### config.mk
export PLATFORM = sky130hd
export DESIGN_NAME = ripple_down_monitor
export DESIGN_NICKNAME = d
export VERILOG_FILES = /design/src/rtl/ripple_down_monitor_pkg.sv /design/src/rtl/bus_sync.sv /design/src/rtl/ripple_down_monitor.sv
export SDC_FILE = /design/constraint.sdc
export NUM_CORES = 1
export LEC_CHECK = 0
export BUFFER_PORTS_ARGS = -buffer_cell sky130_fd_sc_hd__buf_4
export CAP_MARGIN = 20
export CORE_ASPECT_RATIO = 1.5
export CORE_UTILIZATION = 40
export CTS_BUF_LIST = sky130_fd_sc_hd__clkbuf_8
export DETAILED_ROUTE_END_ITERATION = 10
export PLACE_DENSITY = 0.66
export SLEW_MARGIN = 25
export SYNTH_ARGS = -nofsm -noshare
export SYNTH_HDL_FRONTEND = slang
export SYNTH_SLANG_ARGS = --single-unit
### constraint.sdc
create_clock -name sys_clk -period 5.55 [get_ports sys_clk]
set_clock_uncertainty 0.05 [all_clocks]
set_input_delay 0.555 -clock sys_clk [delete_from_list [all_inputs] [get_ports sys_clk]]
set_output_delay 0.555 -clock sys_clk [all_outputs]
set_load 0.01 [all_outputs]
### src/rtl/ripple_down_monitor_pkg.sv
// Shared definitions for the ripple down-counter monitor and its testbenches.
// No logic; the state encoding is visible on the monitor's state port.
package ripple_down_monitor_pkg;

    localparam int CNT_WIDTH = 6;

    typedef enum logic [1:0] {
        ST_ACQUIRE = 2'd0,
        ST_TRACK   = 2'd1,
        ST_FAULT   = 2'd2
    } state_t;

endpackage

### src/rtl/bus_sync.sv
// Per-bit N-stage synchroniser for an asynchronous bus; latency STAGES cycles.
// No backpressure; the bus is sampled every cycle.
module bus_sync
    import ripple_down_monitor_pkg::*;
#(
    parameter int WIDTH  = CNT_WIDTH,
    parameter int STAGES = 2
) (
    input  logic             sys_clk,
    input  logic             preset,
    input  logic [WIDTH-1:0] d,
    output logic [WIDTH-1:0] q
);

    logic [STAGES-1:0][WIDTH-1:0] stage_q;

    always_ff @(posedge sys_clk or posedge preset) begin
        if (preset) begin
            stage_q <= '0;
        end else begin
            stage_q <= {stage_q[STAGES-2:0], d};
        end
    end

    assign q = stage_q[STAGES-1];

endmodule

### src/rtl/ripple_down_monitor.sv
// Tracks an asynchronous ripple down-counter: sync, stability filter, wrap count, sticky fault.
// Accepted value lags a settled input by SYNC_STAGES+2 cycles; no backpressure.
module ripple_down_monitor
    import ripple_down_monitor_pkg::*;
#(
    parameter int WIDTH       = CNT_WIDTH,
    parameter int SYNC_STAGES = 2,
    parameter int MAX_STEP    = 2,
    parameter int WRAP_W      = 8
) (
    input  logic              sys_clk,
    input  logic              preset,
    input  logic [WIDTH-1:0]  cnt_in,
    input  logic              clr_fault,
    output logic [WIDTH-1:0]  value,
    output logic              value_valid,
    output logic              zero,
    output logic              wrap_pulse,
    output logic [WRAP_W-1:0] wrap_count,
    output logic              fault,
    output logic [1:0]        state
);

    localparam logic [WIDTH-1:0] MAX_STEP_W = WIDTH'(MAX_STEP);

    logic [WIDTH-1:0]   s;
    logic [WIDTH-1:0]   prev;
    logic [SYNC_STAGES:0] fill;
    logic               stable;
    logic [WIDTH-1:0]   step;
    logic               legal_step;

    state_t             state_q;
    state_t             state_nxt;
    logic [WIDTH-1:0]   value_nxt;
    logic               fault_nxt;
    logic               wrap_nxt;
    logic [WRAP_W-1:0]  wrap_count_nxt;

    bus_sync #(
        .WIDTH  (WIDTH),
        .STAGES (SYNC_STAGES)
    ) u_sync (
        .sys_clk (sys_clk),
        .preset  (preset),
        .d       (cnt_in),
        .q       (s)
    );

    // fill marks when prev holds a real sample rather than reset zeros,
    // otherwise the all-zero pipeline would look like a stable count of 0.
    always_ff @(posedge sys_clk or posedge preset) begin
        if (preset) begin
            prev <= '0;
            fill <= '0;
        end else begin
            prev <= s;
            fill <= {fill[SYNC_STAGES-1:0], 1'b1};
        end
    end

    assign stable     = fill[SYNC_STAGES] && (s == prev);
    assign step       = value - s;
    assign legal_step = (step != '0) && (step <= MAX_STEP_W);

    always_comb begin
        state_nxt      = state_q;
        value_nxt      = value;
        fault_nxt      = fault;
        wrap_nxt       = 1'b0;
        wrap_count_nxt = wrap_count;
        case (state_q)
            ST_ACQUIRE: begin
                if (stable) begin
                    value_nxt = s;
                    state_nxt = ST_TRACK;
                end
            end
            ST_TRACK: begin
                if (stable && (s != value)) begin
                    if (legal_step) begin
                        value_nxt = s;
                        // A wrap moves value to s, so the next stable sample
                        // equals value: pulses can never be back to back.
                        if (s > value) begin
                            wrap_nxt = 1'b1;
                            if (wrap_count != '1) begin
                                wrap_count_nxt = wrap_count + WRAP_W'(1);
                            end
                        end
                    end else begin
                        fault_nxt = 1'b1;
                        state_nxt = ST_FAULT;
                    end
                end
            end
            ST_FAULT: begin
                if (clr_fault) begin
                    fault_nxt = 1'b0;
                    state_nxt = ST_ACQUIRE;
                end
            end
            default: state_nxt = ST_ACQUIRE;
        endcase
    end

    always_ff @(posedge sys_clk or posedge preset) begin
        if (preset) begin
            state_q     <= ST_ACQUIRE;
            value       <= '0;
            value_valid <= 1'b0;
            zero        <= 1'b0;
            wrap_pulse  <= 1'b0;
            wrap_count  <= '0;
            fault       <= 1'b0;
        end else begin
            state_q     <= state_nxt;
            value       <= value_nxt;
            value_valid <= (state_nxt == ST_TRACK);
            zero        <= (state_nxt == ST_TRACK) && (value_nxt == '0);
            wrap_pulse  <= wrap_nxt;
            wrap_count  <= wrap_count_nxt;
            fault       <= fault_nxt;
        end
    end

    assign state = state_q;

endmodule

Word-level counts from Yosys, hierarchy flattened
Cells that the tools add are included.
Cells by class
  mux-type cells: 17
  $add $sub $neg: 2
  equal/unequal tests: 9
  order comparisons: 2
  reductions and logical operators: 10
Operator list (count)
  $mux 6: 3
  $pmux 6 s2: 1
  $add 8x1->8 const B: 1
  $mux 2: 4
  $ne 8x8->1 const B: 1
  $mux 1: 7
  $eq 6x6->1: 1
  $gt 6x6->1: 1
  $le 6x2->1 const B: 1
  $logic_not 6->1: 1
  $ne 2x2->1 const B: 3
  $ne 6x6->1: 1
  $pmux 2 s3: 1
  $reduce_bool 6->1: 1
  $sub 6x6->6: 1
  $reduce_and 5->1: 1
  $eq 2x1->1 const B: 2
  $logic_and 1x1->1: 4
  $reduce_and 4->1: 1
  $eq 2x2->1 const B: 1
  $logic_not 2->1: 1
  $pmux 1 s2: 1
  $reduce_bool 2->1: 1
Word-level totals
  bits in registers: 41

Longest topological paths before layout
  depth in word-level cells: 8
  mapped depth: 12

Modules after synthesis
Synthesis repeated with hierarchy kept, for this count alone.
Unflattened totals
  cells, all modules: 157
  area, all modules: 1818.0 sq um
Modules (own cells, without submodules)
  ripple_down_monitor: times used 1, cells an instance 138, area each 1468.9 sq um
  bus_sync: times used 1, cells an instance 19, area each 349.1 sq um

Worst setup path after synthesis
Ideal clock, no wire load.
  kind: flip-flop to flip-flop
  from: register value[0]
  to: register wrap_count[1]
  data arrival time: 2.852 ns
  period minus slack after synthesis: 3.027 ns
  library setup time: 0.125 ns
  data required time: 5.375 ns
  path slack: 2.523 ns
  stages on the path, launching flop included: 12
  cell sequence: dfrtp_1 inv_1 ha_1 inv_1 fa_1 a21o_1 a21o_1 xor2_1 a2111o_1 or4_4 buf_6 mux2_4
On the way
  cells in the longest elaborated chain, start to end: 4
  elaborated cells between the ends (all ways): 8
RTL lines
  start: declaration: line ripple_down_monitor.sv:15  | output logic [WIDTH-1:0] value,
  start signal: assignment: line ripple_down_monitor.sv:118  | value <= value_nxt;
  $sub 6x6->6: line ripple_down_monitor.sv:63  | assign step = value - s;
  $le 6x2->1 or $reduce_bool 6->1 (tied branches): line ripple_down_monitor.sv:64  | assign legal_step = (step != '0) && (step <= MAX_STEP_W);
  $logic_and 1x1->1: line ripple_down_monitor.sv:64
  $reduce_and 5->1 (no source line) (*)
  end signal: assignment: line ripple_down_monitor.sv:122  | wrap_count <= wrap_count_nxt;
  end: declaration: line ripple_down_monitor.sv:19  | output logic [WRAP_W-1:0] wrap_count,
Mark *: on every way between the ends. The rest lies on a longest branch, timed or not.
A chain may end at the register's enable or synchronous reset.

Worst setup path after layout
Same ends and word-level chain as after synthesis.

==> flow_summary.ini <==
[global_route]
grt_pass1_vias = 1335
gr-usage-all-layers_pct = 16.6
grt-ovfl-total = 0
grt_pass1_wl_um = 6150
grt_start_max_net_pins = 42
antenna_found_initial = 0

[timing]
hold_violations = 0
finalSetupViolations = 0
tightest_slew_ns = 0.613
fin_setup_tns_ns = 0
period_needed_ns = 3.15
worst_slew_margin_rel_pct = 58.6
rsz0062_at_grt = no
fmax_mhz = 317
drv_slew = 0
period_share_pct = 56.8

[critical_path]
cp.arrival_ns = 3.29
path_cells = inv_1, ha_1, inv_1, fa_1, a21o_1, a21o_1, xor2_1, a2111o_1, or4_4, mux2_4
path_depth = 10
crit_path_start = value[0]
max_stage_delay_ns = 0.54
critPathRequiredTime_ns = 5.69
r2r_start = value[0]
cp_max_fo = 8
worst_setup_path_start_kind = flip-flop
slowest_stage = or4_4
crit_type = reg2reg
end_kind = flip-flop
worst_r2r_path_depth = 10
cp_top_family = compound AO/OA/AOI/OAI gates
timing.reg2reg.setup_slack_ns = 2.40
r2r-end = wrap_count[1]
path_buf_inv = 2

[route]
wl_per_cell_um = 14.4
firstDrtPassIters = 7
vias = 1309
wl_met2_um = 1790
drc = 3
drt_iter0_drc = 32
wl_met1_um = 1460
via_per_inst = 5.32
dr_wl_met3_um = 122
drt-total-wl_um = 3530
top_layer_used = met4
ant_nets = 0

[yosys]
ys_ff_latch = 41
synth-main-ff-cell = dfrtp_1
yosysSeqAreaShare_pct = 54.9
synthCells = 165
avgSynthCellArea_sq_um = 11.3
syn-cell-area_sq_um = 1870
synth_area_leaders = dfrtp_1 55%, xor2_1 5.2%, ha_1 4.7%, xnor2_1 2.8%, nand3_1 2.7%
synth_top_cell_by_area = dfrtp_1
yosys.cell_types.count = 37
yosysTopAreaCellShare_pct = 54.9
synth-edff-count = 0
ys_async_sr_fraction_pct = 100
synth_warnings = 0
synth.net_count = 182

[pwr]
leakage_uw = 0.00112
total_power_uw = 775
powerDensity_nw_per_um2 = 351
ir_drop_mv = 0.192

[floorplanning]
start_util_pct = 41.5
design.die.area_sq_um = 4960
rows = 30
die_h_um = 85.7
core_sq_um = 4500
die_w_um = 57.8
io_pins = 29

[place]
dpl.cell_count = 238
dp_hpwl_um = 2550
io_buffers = 28
gp_congestion = 0.817

[finish]
antennaDiodeCount = 0
synthToLayoutAreaGrowth_pct = 18.3
seqCellArea_sq_um = 1030
n_fill_cell = 442
final_nets = 214
multi_input_area_sq_um = 764
drive_gt1_share_pct = 25.8
layout.cells.non_filler = 246

[clock_network]
clock_sinks = 41
clkTransAtPathRegs_ns = 0.09
clockBufferDepth = 2
clock-root-buffer = clkbuf_8
cts_resized = 0
htree_levels = 2
cts_made_buffers = 5
cts_setup_buffers = 0
hold_buffers = 0
cts_tree = built
insertion_delay_ns = 0.30

[status]
status = finished with violations
violations = DRC

[min_path]
holdPathStages = 0
hp-class = reg2reg
hold_path.startpoint = fill[0]
hold_end = fill[1]

[flow_run]
drv_cap = 0
-- cells by family after synthesis --
kind of cell	Yosys count	share of synthesized area (%)
and+or+nand+nor	54	15.9
muxes	5	3.15
xor gates and xnor gates	17	7.97
DFF	41	54.9
adders and majority gates	8	5.76
other	1	0.201
AOI/OAI and AO/OA	22	7.90
buffers and inverters	17	4.22
-- cell usage after synthesis (4+ instances only) --
| cell | instances |
|---|---|
| nand3_1 | 10 |
| xnor2_1 | 6 |
| o21ai_0 | 6 |
| nor2_1 | 8 |
| and3_1 | 4 |
| dfrtp_1 | 41 |
| nor2_2 | 6 |
| inv_1 | 13 |
| nor3_1 | 4 |
| nand2_1 | 11 |
| xor2_1 | 11 |
| a21oi_1 | 5 |
| ha_1 | 7 |
-- placed cells by master (no fill, tap or decap), types with 2 or more instances in the layout --
cell,count
nor4_1,2
buf_4,29
xor2_1,11
a21oi_1,5
nand2_1,11
nor2_2,6
ha_1,7
and3_1,4
a21o_1,2
dfrtp_1,41
o21ai_0,6
a221oi_1,2
inv_1,13
nor3_1,4
mux2_2,3
nand3_1,10
or4_4,2
o211ai_1,2
xnor2_1,6
nor2_1,8
clkbuf_8,5
-- cell type report --
cell class | instances | share of cell area [%]
clock buffer | 5 | 3.11
clock inverter | 3 | 1.13
inverter | 13 | 2.21
multi-input combinational | 107 | 34.6
sequential | 41 | 46.4
tap | 48 | 2.72
timing repair buffer | 29 | 9.85
-- metal layers --
layer / GRT usage (%) / vias to the layer above
li1: - / 629
met4: 9.96 / 0
met5: 0 / -
met2: 26.9 / 29
met1: 19.6 / 636
met3: 4.22 / 15
-- through the flow --
step                      cell area (sq um)  hold slack, ns  setup WS, ns  util, %
final                                  2210           0.292          2.40     49.1
after global routing                   2210           0.281          2.22     49.1
after CTS                              2210           0.292          2.41     49.1
after detailed placement               2120           0.285          2.43     47.0
after global placement                 2120           0.282          2.50     47.0
after floorplan                        1870           0.281          2.52        -
-- sequential cells by signal, indices dropped and copies added (netlist names) --
name,count
wrap_count,8
u_sync.stage_q,6
value_valid,1
value,6
state,2
u_sync.q,6
zero,1
fault,1
prev,6
wrap_pulse,1
fill,3
-- report_power, final --
| group | total [uW] | internal (uW) | switching, uW |
|---|---|---|---|
| clock | 204 | 90.8 | 113 |
| combinational | 212 | 103 | 109 |
| sequential | 359 | 327 | 32.0 |
-- worst max path at each step --
stage | to | slack, ns
2_1_floorplan | wrap_count[1] | 2.52
3_3_place_gp | wrap_count[1] | 2.50
3_5_place_dp | wrap_count[1] | 2.43
4_1_cts | wrap_count[1] | 2.41
5_1_grt | zero | 2.22
6_report | wrap_count[1] | 2.40
Power figures use the tool's default switching activity.
